--- src/rtl/adder_stream_pkg.sv ---
// Shared types and helpers for the adder stream controller.
// Contents:
//   WIDTH       default operand width
//   state_t     controller FSM states
//   res_entry_t default-width result FIFO entry layout
//   signed_ovf  two's-complement overflow from the operand/result sign bits
package adder_stream_pkg;

  localparam int WIDTH = 32;

  typedef enum logic [0:0] {
    IDLE   = 1'b0,
    SETTLE = 1'b1
  } state_t;

  typedef struct packed {
    logic [WIDTH:0] sum;
    logic           ovf;
  } res_entry_t;

  // Overflow occurs when both operands share a sign and the result sign differs.
  function automatic logic signed_ovf(input logic a_msb, input logic b_msb, input logic f_msb);
    return (a_msb == b_msb) && (f_msb != a_msb);
  endfunction

endpackage

--- src/rtl/adder_result_fifo.sv ---
// Synchronous first-word-fall-through result FIFO.
// Ports:
//   clk, rst_n    clock, asynchronous active-low reset (clears pointers, count and storage)
//   push_i        write push_data_i at the tail
//   push_data_i   entry to store
//   pop_i         consume the head (ignored while empty)
//   head_o        current head entry, zero while empty
//   valid_o       FIFO holds at least one entry
//   count_o       number of entries held
module adder_result_fifo #(
  parameter int DW    = 33,
  parameter int DEPTH = 4
) (
  input  logic                     clk,
  input  logic                     rst_n,
  input  logic                     push_i,
  input  logic [DW-1:0]            push_data_i,
  input  logic                     pop_i,
  output logic [DW-1:0]            head_o,
  output logic                     valid_o,
  output logic [$clog2(DEPTH):0]   count_o
);

  localparam int PW = $clog2(DEPTH);
  localparam int CW = PW + 1;

  if ((DEPTH < 2) || ((1 << PW) != DEPTH)) begin : g_bad_depth
    $error("adder_result_fifo: DEPTH must be a power of 2 and >= 2");
  end

  logic [DW-1:0] mem_q [DEPTH];
  logic [PW-1:0] wr_ptr_q, wr_ptr_d;
  logic [PW-1:0] rd_ptr_q, rd_ptr_d;
  logic [CW-1:0] count_q, count_d;
  logic          pop_ok_s;

  assign pop_ok_s = pop_i && (count_q != {CW{1'b0}});
  assign valid_o  = (count_q != {CW{1'b0}});
  assign head_o   = valid_o ? mem_q[rd_ptr_q] : {DW{1'b0}};
  assign count_o  = count_q;

  // Next pointers and occupancy; pointers wrap naturally at the power-of-2 depth.
  always_comb begin
    wr_ptr_d = wr_ptr_q;
    rd_ptr_d = rd_ptr_q;
    count_d  = count_q;
    if (push_i) begin
      wr_ptr_d = wr_ptr_q + {{(PW-1){1'b0}}, 1'b1};
    end else begin
      wr_ptr_d = wr_ptr_q;
    end
    if (pop_ok_s) begin
      rd_ptr_d = rd_ptr_q + {{(PW-1){1'b0}}, 1'b1};
    end else begin
      rd_ptr_d = rd_ptr_q;
    end
    case ({push_i, pop_ok_s})
      2'b10:   count_d = count_q + {{(CW-1){1'b0}}, 1'b1};
      2'b01:   count_d = count_q - {{(CW-1){1'b0}}, 1'b1};
      default: count_d = count_q;
    endcase
  end

  // Pointer, count and storage registers.
  always_ff @(posedge clk or negedge rst_n) begin
    if (!rst_n) begin
      wr_ptr_q <= {PW{1'b0}};
      rd_ptr_q <= {PW{1'b0}};
      count_q  <= {CW{1'b0}};
      for (int i = 0; i < DEPTH; i++) begin
        mem_q[i] <= {DW{1'b0}};
      end
    end else begin
      wr_ptr_q <= wr_ptr_d;
      rd_ptr_q <= rd_ptr_d;
      count_q  <= count_d;
      if (push_i) begin
        mem_q[wr_ptr_q] <= push_data_i;
      end
    end
  end

endmodule

--- src/rtl/adder_stream_ctrl.sv ---
// Sequential wrapper for an external combinational adder treated as a multi-cycle path.
// Operands are accepted over in_valid/in_ready, held on add_a/add_b for SETTLE_CYCLES
// cycles, then add_f is captured into a result FIFO drained over out_valid/out_ready.
// Ports:
//   clk, rst_n             clock, asynchronous active-low reset
//   in_valid/in_ready      operand handshake, in_a/in_b operands
//   add_a/add_b/add_f      connection to the external adder
//   out_valid/out_ready    result handshake, out_sum FIFO head (WIDTH+1 bits)
//   fifo_count             entries held, busy = waiting for the adder to settle
//   out_ovf                signed overflow of the head entry (only with SIGNED_OVF_EN)
// Build option: define SIGNED_OVF_EN to store and expose the signed overflow flag.
module adder_stream_ctrl
  import adder_stream_pkg::*;
#(
  parameter int WIDTH         = adder_stream_pkg::WIDTH,
  parameter int SETTLE_CYCLES = 2,
  parameter int FIFO_DEPTH    = 4
) (
  input  logic                          clk,
  input  logic                          rst_n,
  input  logic                          in_valid,
  output logic                          in_ready,
  input  logic [WIDTH-1:0]              in_a,
  input  logic [WIDTH-1:0]              in_b,
  output logic [WIDTH-1:0]              add_a,
  output logic [WIDTH-1:0]              add_b,
  input  logic [WIDTH:0]                add_f,
  output logic                          out_valid,
  input  logic                          out_ready,
  output logic [WIDTH:0]                out_sum,
  output logic [$clog2(FIFO_DEPTH):0]   fifo_count,
  output logic                          busy
`ifdef SIGNED_OVF_EN
  ,
  output logic                          out_ovf
`endif
);

  localparam int CW  = (SETTLE_CYCLES > 1) ? $clog2(SETTLE_CYCLES) : 1;
  localparam int FCW = $clog2(FIFO_DEPTH) + 1;
`ifdef SIGNED_OVF_EN
  localparam int DW  = WIDTH + 2;
`else
  localparam int DW  = WIDTH + 1;
`endif

  if (SETTLE_CYCLES < 1) begin : g_bad_settle
    $error("adder_stream_ctrl: SETTLE_CYCLES must be >= 1");
  end

  state_t           state_q, state_d;
  logic [CW-1:0]    cnt_q, cnt_d;
  logic [WIDTH-1:0] a_q, a_d;
  logic [WIDTH-1:0] b_q, b_d;
  logic             accept_s;
  logic             capture_s;
  logic [DW-1:0]    wr_data_s;
  logic [DW-1:0]    head_s;

  // The free-slot check at accept time guarantees room at capture: only pops can happen meanwhile.
  assign in_ready = (state_q == IDLE) && (fifo_count < FCW'(FIFO_DEPTH));
  assign accept_s = in_valid && in_ready;
  assign busy     = (state_q == SETTLE);
  assign add_a    = a_q;
  assign add_b    = b_q;

  // FSM next state, settle countdown and operand load.
  always_comb begin
    state_d   = state_q;
    cnt_d     = cnt_q;
    a_d       = a_q;
    b_d       = b_q;
    capture_s = 1'b0;
    case (state_q)
      IDLE: begin
        if (accept_s) begin
          a_d     = in_a;
          b_d     = in_b;
          cnt_d   = CW'(SETTLE_CYCLES - 1);
          state_d = SETTLE;
        end else begin
          state_d = IDLE;
        end
      end
      SETTLE: begin
        if (cnt_q == {CW{1'b0}}) begin
          capture_s = 1'b1;
          state_d   = IDLE;
        end else begin
          cnt_d = cnt_q - {{(CW-1){1'b0}}, 1'b1};
        end
      end
      default: begin
        state_d = IDLE;
        cnt_d   = {CW{1'b0}};
      end
    endcase
  end

  // FSM, counter and operand registers.
  always_ff @(posedge clk or negedge rst_n) begin
    if (!rst_n) begin
      state_q <= IDLE;
      cnt_q   <= {CW{1'b0}};
      a_q     <= {WIDTH{1'b0}};
      b_q     <= {WIDTH{1'b0}};
    end else begin
      state_q <= state_d;
      cnt_q   <= cnt_d;
      a_q     <= a_d;
      b_q     <= b_d;
    end
  end

`ifdef SIGNED_OVF_EN
  assign wr_data_s = {add_f, signed_ovf(a_q[WIDTH-1], b_q[WIDTH-1], add_f[WIDTH-1])};
  assign out_sum   = head_s[DW-1:1];
  assign out_ovf   = head_s[0];
`else
  assign wr_data_s = add_f;
  assign out_sum   = head_s;
`endif

  adder_result_fifo #(
    .DW    (DW),
    .DEPTH (FIFO_DEPTH)
  ) u_fifo (
    .clk         (clk),
    .rst_n       (rst_n),
    .push_i      (capture_s),
    .push_data_i (wr_data_s),
    .pop_i       (out_ready),
    .head_o      (head_s),
    .valid_o     (out_valid),
    .count_o     (fifo_count)
  );

endmodule

--- config.mk ---
export PLATFORM = sky130hd
export DESIGN_NAME = adder_stream_ctrl
export DESIGN_NICKNAME = d
export VERILOG_FILES = /design/src/rtl/adder_stream_pkg.sv /design/src/rtl/adder_result_fifo.sv /design/src/rtl/adder_stream_ctrl.sv
export SDC_FILE = /design/constraint.sdc
export NUM_CORES = 1
export LEC_CHECK = 0
export ABC_AREA = 1
export BUFFER_PORTS_ARGS = -buffer_cell sky130_fd_sc_hd__buf_2
export CORE_UTILIZATION = 50
export DETAILED_ROUTE_END_ITERATION = 16
export GPL_TIMING_DRIVEN = 0
export PLACE_DENSITY = 0.82
export SYNTH_ARGS = -nofsm -noshare
export SYNTH_HDL_FRONTEND = slang
export SYNTH_SLANG_ARGS = --single-unit
--- constraint.sdc ---
create_clock -name clk -period 1.7 [get_ports clk]
set_clock_uncertainty 0.15 [all_clocks]
set_input_delay 0.34 -clock clk [delete_from_list [all_inputs] [get_ports clk]]
set_output_delay 0.34 -clock clk [all_outputs]
set_load 0.05 [all_outputs]
Word level (Yosys, flattened, before mapping)
Index checks and enable logic that the tools add are counted.

storage, ports and cells
  register bits after elaboration = 205
  latch bits = 0
  memory bits (writable) = 0
  ROM bits = 0
  input bits = 101
  output and inout port bits = 103
  logic and storage cells = 49
  memories kept = 0

operators by class
  $add $sub $neg = 5
  multiply operators = 0
  div/mod/pow operators = 0
  $lt $le $gt $ge = 4
  equality and inequality tests = 3
  shifts and indexed selects = 0
  multiplexer cells = 16
  bitwise logic cells = 3
  reduce and logical (&&, ||, !) cells = 7

operators by type and width
  kind                                                                           number
  132-bit bitwise mux                                                            1
  33-bit two-way mux                                                             4
  33-bit binary-select mux with 2-bit select                                     1
  33-bit demux with 2-bit select                                                 1
  3-bit greater-or-equal comparator (second input constant)                      2
  1-bit two-way mux                                                              6
  2-bit NOT with 3-bit output                                                    2
  3-bit case mux with 2 select lines                                             1
  2-bit by 1-bit adder with 2-bit output (second input constant)                 2
  1-bit logical AND                                                              4
  1-bit case mux with 2 select lines                                             2
  3-bit by 1-bit adder with 3-bit output (second input constant)                 1
  3-bit by 1-bit less-than comparator with 1-bit output (second input constant)  1
  3-bit less-than comparator (second input constant)                             1
  3-bit nonzero test                                                             1
  3-bit by 1-bit subtractor with 3-bit output (second input constant)            1
  2-bit by 1-bit equality test with 1-bit output (second input constant)         1
  2-bit equality test (second input constant)                                    1
  2-bit inequality test (second input constant)                                  1
  2-bit AND reduction                                                            1
  2-bit nonzero test                                                             1
  1-bit NOT                                                                      1
  1-bit subtractor (second input constant)                                       1

Logic depth before layout (Yosys ltp)
Gate-level depths: netlist of the first run.

  word-level depth = 6
  mapped depth = 12

Hierarchy
From an unflattened synthesis of the first run, not the netlist that was laid out.

second synthesis, totals
  cells, all modules = 1182
  area, all modules = 9471.6 µm²

modules (own cells, without submodules)
  module             times used  cells an instance  area each (µm²)  seq. area each (µm²)
  adder_result_fifo  1           896                6840.3           3478.3
  adder_stream_ctrl  1           286                2631.3           1651.6

Worst setup path before layout of the first run
No wires, ideal clock.

  path kind = flip-flop to output port
  start = register u_fifo.count_q[0] (netlist: u_fifo.count_o[0])
  end = output port out_sum[12]
  arrival time = 2474 ps
  setup slack = -1264 ps
  cell stages (with the launch flop) = 6
  buffers on the path = 1
  cell sequence = dfrtp_1 inv_1 nand3_1 inv_1 buf_1 a21oi_1

on the way
  cells in the longest elaborated chain, start to end = 2

RTL lines
  what                    RTL line                 source
  start, declared         adder_result_fifo.sv:34  logic [CW-1:0] count_q, count_d;
  start signal, assigned  adder_result_fifo.sv:69  count_q <= {CW{1'b0}};
  start signal, assigned  adder_result_fifo.sv:76  count_q <= count_d;
  3-bit nonzero test      adder_result_fifo.sv:38  assign valid_o = (count_q != {CW{1'b0}});
  via out_valid           adder_stream_ctrl.sv:28  output logic out_valid,
  33-bit two-way mux      adder_result_fifo.sv:39  assign head_o = valid_o ? mem_q[rd_ptr_q] : {DW{1'b0}};
  end, declared           adder_stream_ctrl.sv:30  output logic [WIDTH:0] out_sum,

The timed path passes the listed nets, and every way through them passes these cells.

Final worst setup path of the first run
  start = register u_fifo.rd_ptr_q[0]
  end = output port out_sum[31]

on the way
  cells in the longest elaborated chain, start to end = 5

RTL lines
  what                                                   RTL line                 source
  start, declared                                        adder_result_fifo.sv:33  logic [PW-1:0] rd_ptr_q, rd_ptr_d;
  start signal, assigned                                 adder_result_fifo.sv:68  rd_ptr_q <= {PW{1'b0}};
  start signal, assigned                                 adder_result_fifo.sv:75  rd_ptr_q <= rd_ptr_d;
  2-bit NOT with 3-bit output (not written as such)      adder_result_fifo.sv:39
  33-bit binary-select mux with 2-bit select             adder_result_fifo.sv:39
  33-bit two-way mux (not written as such) (2 in a row)  adder_result_fifo.sv:39
  33-bit two-way mux                                     adder_result_fifo.sv:39

Every way passes these cells. The select of a mux whose other input is x is not followed.

==> impl_metrics.toml, run 1 <==
[grt]
use_met3_pct = 5.915
grt_pass1_wl_um = 47610
use_met2_pct = 54.61
grt_antenna_before_repair = 0
grt.busiest_layer = "met2"
grt_pass1_vias = 9449
grt_usage_pct = 30.74
grt_use_met1_pct = 36.04
grt_max_degree = 82
grt-ovfl-total = 0

[floorplan]
die_area_sq_um = 19750
fp.coreArea_sq_um = 18770
dieWidth_um = 140.6
ios = 204
dieHeight_um = 140.6
num_rows = 50
start_util_pct = 51.14

[finish]
fin_area_sq_um = 14430
diodes = 0
drive_gt1_share_pct = 33.05
area_growth_pct = 50.33
nets = 1628
fillers = 1092
multi_input_area_sq_um = 4242
regArea_sq_um = 5135

[timing]
hold_viol = 0
rsz0062_at_grt = "true"
min_period_over_period_pct = 141.8
slew_headroom_pct = 59.91
slew_violations = 0
fmax_mhz = 414.9
fin_ws_ns = -0.7101
tightest_slew_ns = 0.6013
fin_crit_ns = 2.410
finalSetupViolations = 38

[synthesis]
yosys_warnings = 0
ys_seq_area_share_pct = 53.45
syn_nets = 1288
syn_avg_cell_area_sq_um = 8.127
synth_seq_cells = 205
synthCells = 1181
syn-cell-area_sq_um = 9598
ys_types = 21

[critical_path]
max_stage_delay_ns = 0.35
cpMaxStageDelayCell = "dfrtp_1"
crit_type = "flop to output pin"
crit_fanout = 6
worst_setup_path_end_kind = "output pin"
cp_common_cell = "buf_6"
worstPathArrival_ns = 1.92
path_cells = "buf_6 -> inv_8 -> buf_12 -> buf_8 -> nand2_1 -> nand3_2 -> a21oi_4 -> buf_6"
cp-start-kind = "flop"
critPathRequiredTime_ns = 1.21

[clock_tree]
clock_path_buffers = 3
cts_root_buffer = "clkbuf_16"
clock_sinks = 205
cts_buffers = 23
cts_max_level = 1
cts.clk_slew.worst_paths_ns = 0.06
insertion_delay_ns = 0.51
cts_tree = "built"

[routing]
route.detailed.drc = 0
wl_um = 33060
wl_per_cell_um = 18.67
avgViaCountPerCell = 5.482
drt_pass1_iterations = 7
drtAntennaViolNets = 0
drt_first_iter_violations = 749
vias = 9708

[place]
numPortBuffers = 203
dpl_cell_area_sq_um = 11390
hpwl_um = 17290
place_congestion = 0.8065

[hold_path]
hold_class = "input port to flop"

[job]
maxCapViolCount = 0

[outcome]
status = "finished, violations left"
violations = "negative setup slack"
-- worst paths after layout --
| kind | start | endpoint | slack (ns) | cells past startpoint |
|---|---|---|---|---|
| min in group asynchronous | rst_n | u_fifo.mem_q[72]$_DFFE_PN0P_ | 0.20 | 2 |
| min | add_f[4] | u_fifo.mem_q[37]$_DFFE_PN0P_ | 0.0004 | 3 |
| max | u_fifo.rd_ptr_q[0]$_DFFE_PN0P_ | out_sum[31] | -0.71 | 8 |
| max reg2reg | u_fifo.count_o[0]$_DFFE_PN0P_ | u_fifo.count_o[1]$_DFFE_PN0P_ | -0.20 | 9 |
| min reg2reg | add_a[26]$_DFFE_PN0P_ | add_a[26]$_DFFE_PN0P_ | 0.32 | 2 |
| max in group asynchronous | rst_n | u_fifo.mem_q[26]$_DFFE_PN0P_ | 0.42 | 3 |
-- layout make-up --
class                           instances  area share [%]
Sequential cell                       205           35.59
Inverter                              180           4.925
Clock inverter                         10          0.9365
Timing Repair Buffer                  316           17.56
Tap cell                              234           2.029
Multi-Input combinational cell        722           29.40
Clock buffer                           31           4.405
Buffer                                 73           5.160
-- worst max-delay path: cells and delay by family (launching register included) --
kind,cells,cell delay [ns]
AOI/OAI and AO/OA,1,0.19
buffers and inverters,5,0.65
DFF,1,0.35
and+or+nand+nor,2,0.19
-- synth_stat cells, drive strengths merged --
master	count	area [sq um]
nand2	407	1558
a21oi	33	165.2
xnor2	2	17.52
nor2	2	23.77
ha	5	62.56
nand3	133	665.6
o21ai	137	802.0
fa	1	20.02
nand4	1	6.260
dfrtp	205	5130
buf	54	387.9
xor2	1	8.760
inv	180	675.7
clkbuf	20	75.07
-- state kept, by name (all words and copies together) (netlist names) --
| name | cells |
|---|---|
| add_b | 32 |
| busy | 1 |
| cnt_q | 1 |
| add_a | 32 |
| u_fifo.rd_ptr_q | 2 |
| u_fifo.wr_ptr_q | 2 |
| u_fifo.count_o | 3 |
| u_fifo.mem_q | 132 |
-- cell families (layout without fill, tap and decap cells) --
logic type / count (synthesis) / count (layout) / synth area share, %
simple gates: 543 / 543 / 23.48
buf+inv: 254 / 610 / 11.86
compound gates: 170 / 170 / 10.08
fa+ha+maj: 6 / 6 / 0.8604
xor+xnor: 3 / 3 / 0.2738
flops: 205 / 205 / 53.45
-- timing repair --
item | in CTS | in global routing
buffers inserted | 9 | 9
hold buffers | 87 | 0
setup endpoints to repair | 52 | 91
resized for setup | 193 | 138
gates cloned | 2 | 4
hold endpoints to repair | 170 | 0
pin swaps | 24 | 38
-- per-layer routing --
layer | vias up | share of wire [%]
met2 | 575 | 50
met1 | 4656 | 36
met5 | - | 0
li1 | 4337 | -
met3 | 140 | 8.1
met4 | 0 | 5.4
-- through the flow --
step                      util, %  setup WS (ns)  hold WS, ns  setup TNS, ns  instances
after floorplan                 -        -0.2855      -0.1056         -9.322       1181
after global placement      60.34         -3.624       0.2995        -678.98       1618
after detailed placement    60.69        -0.4576       0.1512         -13.85       1620
after CTS                   73.41        -0.6128     0.001112         -20.37       1758
after global routing        76.88        -0.7431      0.01611         -23.85       1771
final                       76.88        -0.7101    0.0004189         -22.09       1771
-- cell usage in the layout, fill, tap and decap left out, types with 4 or more instances in the layout --
| cell | synthesis | layout |
|---|---|---|
| a21oi_4 | 0 | 32 |
| buf_12 | 0 | 9 |
| buf_16 | 0 | 4 |
| buf_2 | 28 | 165 |
| buf_4 | 0 | 23 |
| buf_6 | 20 | 67 |
| buf_8 | 0 | 10 |
| clkbuf_1 | 20 | 11 |
| clkbuf_16 | 0 | 27 |
| clkbuf_2 | 0 | 5 |
| clkbuf_4 | 0 | 6 |
| clkbuf_8 | 0 | 4 |
| clkinv_2 | 0 | 4 |
| dfrtp_1 | 205 | 201 |
| dfrtp_2 | 0 | 4 |
| dlygate4sd3_1 | 0 | 87 |
| ha_1 | 5 | 4 |
| inv_1 | 178 | 170 |
| inv_2 | 2 | 4 |
| nand2_1 | 403 | 356 |
| nand2_2 | 0 | 30 |
| nand2_4 | 4 | 21 |
| nand3_1 | 133 | 88 |
| nand3_2 | 0 | 32 |
| nand3_4 | 0 | 13 |
| o21ai_0 | 27 | 26 |
| o21ai_1 | 79 | 80 |
| o21ai_2 | 31 | 31 |
Power of run 1 is left out: the tool's default activity adds up to more than one toggle a clock period on the data nets, which glitch-free logic cannot reach.
==> inputs of run 2 (changes only) <==
--- a/config.mk
+++ b/config.mk
@@ -6,11 +6,11 @@
 export NUM_CORES = 1
 export LEC_CHECK = 0
 export ABC_AREA = 1
-export BUFFER_PORTS_ARGS = -buffer_cell sky130_fd_sc_hd__buf_2
-export CORE_UTILIZATION = 50
+export CORE_UTILIZATION = 55
 export DETAILED_ROUTE_END_ITERATION = 16
+export DONT_BUFFER_PORTS = 1
 export GPL_TIMING_DRIVEN = 0
-export PLACE_DENSITY = 0.82
+export PLACE_DENSITY = 0.78
 export SYNTH_ARGS = -nofsm -noshare
 export SYNTH_HDL_FRONTEND = slang
 export SYNTH_SLANG_ARGS = --single-unit
==> impl_metrics.toml, run 2 (synthesis results as in run 1) <==
[outcome]
status = "finished, violations left"
violations = "negative hold slack, negative setup slack"

[finish]
fillers = 755
drive_gt1_share_pct = 32.24
mostFrequentLayoutCell = "nand2_1"
largest_reg_flops = 132
instances_no_fill = 1595
top_register = "u_fifo.mem_q"
fin_area_sq_um = 14370
area_growth_pct = 49.67
final_util_pct = 85.41
final_cell_mix = "269 x nand2_1, 201 x dfrtp_1, 170 x inv_1, 131 x nand3_1, 98 x dlygate4sd3_1"
nets = 1466

[floorplan]
ios = 204
start_util_pct = 57.07
die_area_sq_um = 17980
dieHeight_um = 134.1
num_rows = 47
fp.coreArea_sq_um = 16820
dieWidth_um = 134.1

[clock_tree]
cts.clk_slew.worst_paths_ns = 0.07
insertion_delay_ns = 0.51
cts_buffers = 22
clock_path_buffers = 3
holdBufCountCts = 98
cts_root_buffer = "clkbuf_16"
clock_sinks = 205
cts_max_level = 1
cts_tree = "built"

[routing]
avgViaCountPerCell = 6.013
wl_per_cell_um = 22.52
vias = 9591
drt_first_iter_violations = 836
drt_pass1_iterations = 6
route.detailed.drc = 0
drtAntennaViolNets = 0
wl_um = 35920

[critical_path]
max_stage_delay_ns = 0.40
worstPathArrival_ns = 2.14
reg2reg_slack_ns = -0.43
reg2reg_depth = 8
cpMaxStageDelayCell = "a21oi_4"
path_cells = "clkbuf_4 -> clkbuf_1 -> nand2_1 -> nand3_1 -> a21oi_4"
cp.depth = 5
crit_family = "buffers and inverters"
critPathRequiredTime_ns = 1.21
worst_setup_path_end_kind = "output pin"
worstSetupStartpoint = "u_fifo.rd_ptr_q[0]$_DFFE_PN0P_"
cp-start-kind = "flop"
reg2reg_from = "u_fifo.count_o[2]$_DFFE_PN0P_"
crit_fanout = 10
worst-path-buf-inv = 2
crit_type = "flop to output pin"

[timing]
fmax_mhz = 380.2
hold_viol = 205
fin_crit_ns = 2.630
tightest_slew_ns = 0.6528
slew_headroom_pct = 56.48
hold_slack_ns = -0.6201
slew_violations = 0
finalSetupViolations = 164
min_period_over_period_pct = 154.7
rsz0062_at_grt = "true"
fin_ws_ns = -0.9299

[grt]
grt_antenna_before_repair = 1
grt_pass1_wl_um = 47760
grt_pass1_vias = 9084
grt-ovfl-total = 0
grt_usage_pct = 34.58
grt_max_degree = 206

[place]
dp_cells = 1401
place_congestion = 0.7999
numPortBuffers = 0
hpwl_um = 15760
dpl_cell_area_sq_um = 10290

[job]
maxCapViolCount = 0

[hold_path]
hold_class = "input port to async pin"
[run 2: worst paths after layout]
path,endpoint
max in group asynchronous,u_fifo.count_o[2]$_DFFE_PN0P_
worst min register to register,u_fifo.mem_q[98]$_DFFE_PN0P_
worst min-delay path,u_fifo.mem_q[47]$_DFFE_PN0P_
worst max register to register,u_fifo.count_o[1]$_DFFE_PN0P_
min in group clk,add_b[5]$_DFFE_PN0P_
worst max-delay path,out_sum[17]
[run 2: what timing repair did]
action,4_1_cts,5_1_grt
pin swaps,28,26
endpoints found under the hold margin,403,205
cloned,16,5
setup endpoints to repair,108,231
gates resized for setup,219,278
setup buffers,31,14
[run 2: layer usage]
layer / vias up / share of wire, % / track usage, %
li1: 4015 / - / -
met1: 4656 / 34 / 40.61
met2: 697 / 49 / 60.19
met3: 223 / 9.1 / 6.878
met4: 0 / 7.2 / 17.79
met5: - / 0 / 0
[run 2: worst register-to-register path, stage by stage, from the launching register on]
cell and delay [ns]:
dfrtp_4 0.59, inv_4 0.11, nand3_4 0.26, nand2_4 0.14
inv_2 0.05, ha_4 0.16, inv_4 0.05, fa_2 0.43
o21ai_2 0.11
[run 2: per-stage QoR]
| step | TNS, ns | setup slack, ns |
|---|---|---|
| floorplan | -9.322 | -0.2855 |
| global placement | -14.81 | -0.4310 |
| detailed placement | -15.53 | -0.4410 |
| CTS | -41.51 | -0.8494 |
| global route | -49.93 | -0.9847 |
| finish | -42.85 | -0.9299 |
[run 2: layout make-up]
cell class,count,area (sq um),area share [%]
well taps,220,275.3,1.916
inverters,180,694.4,4.834
plain buffers,72,888.4,6.184
diodes,1,2.502,0.01742
multi-input cells,722,4742,33.01
clock inverters,5,50.05,0.3484
repair buffers,156,1896,13.20
flip-flops and latches,205,5140,35.78
clock buffers,34,676.9,4.712
Power of run 2 is left out for the same reason.
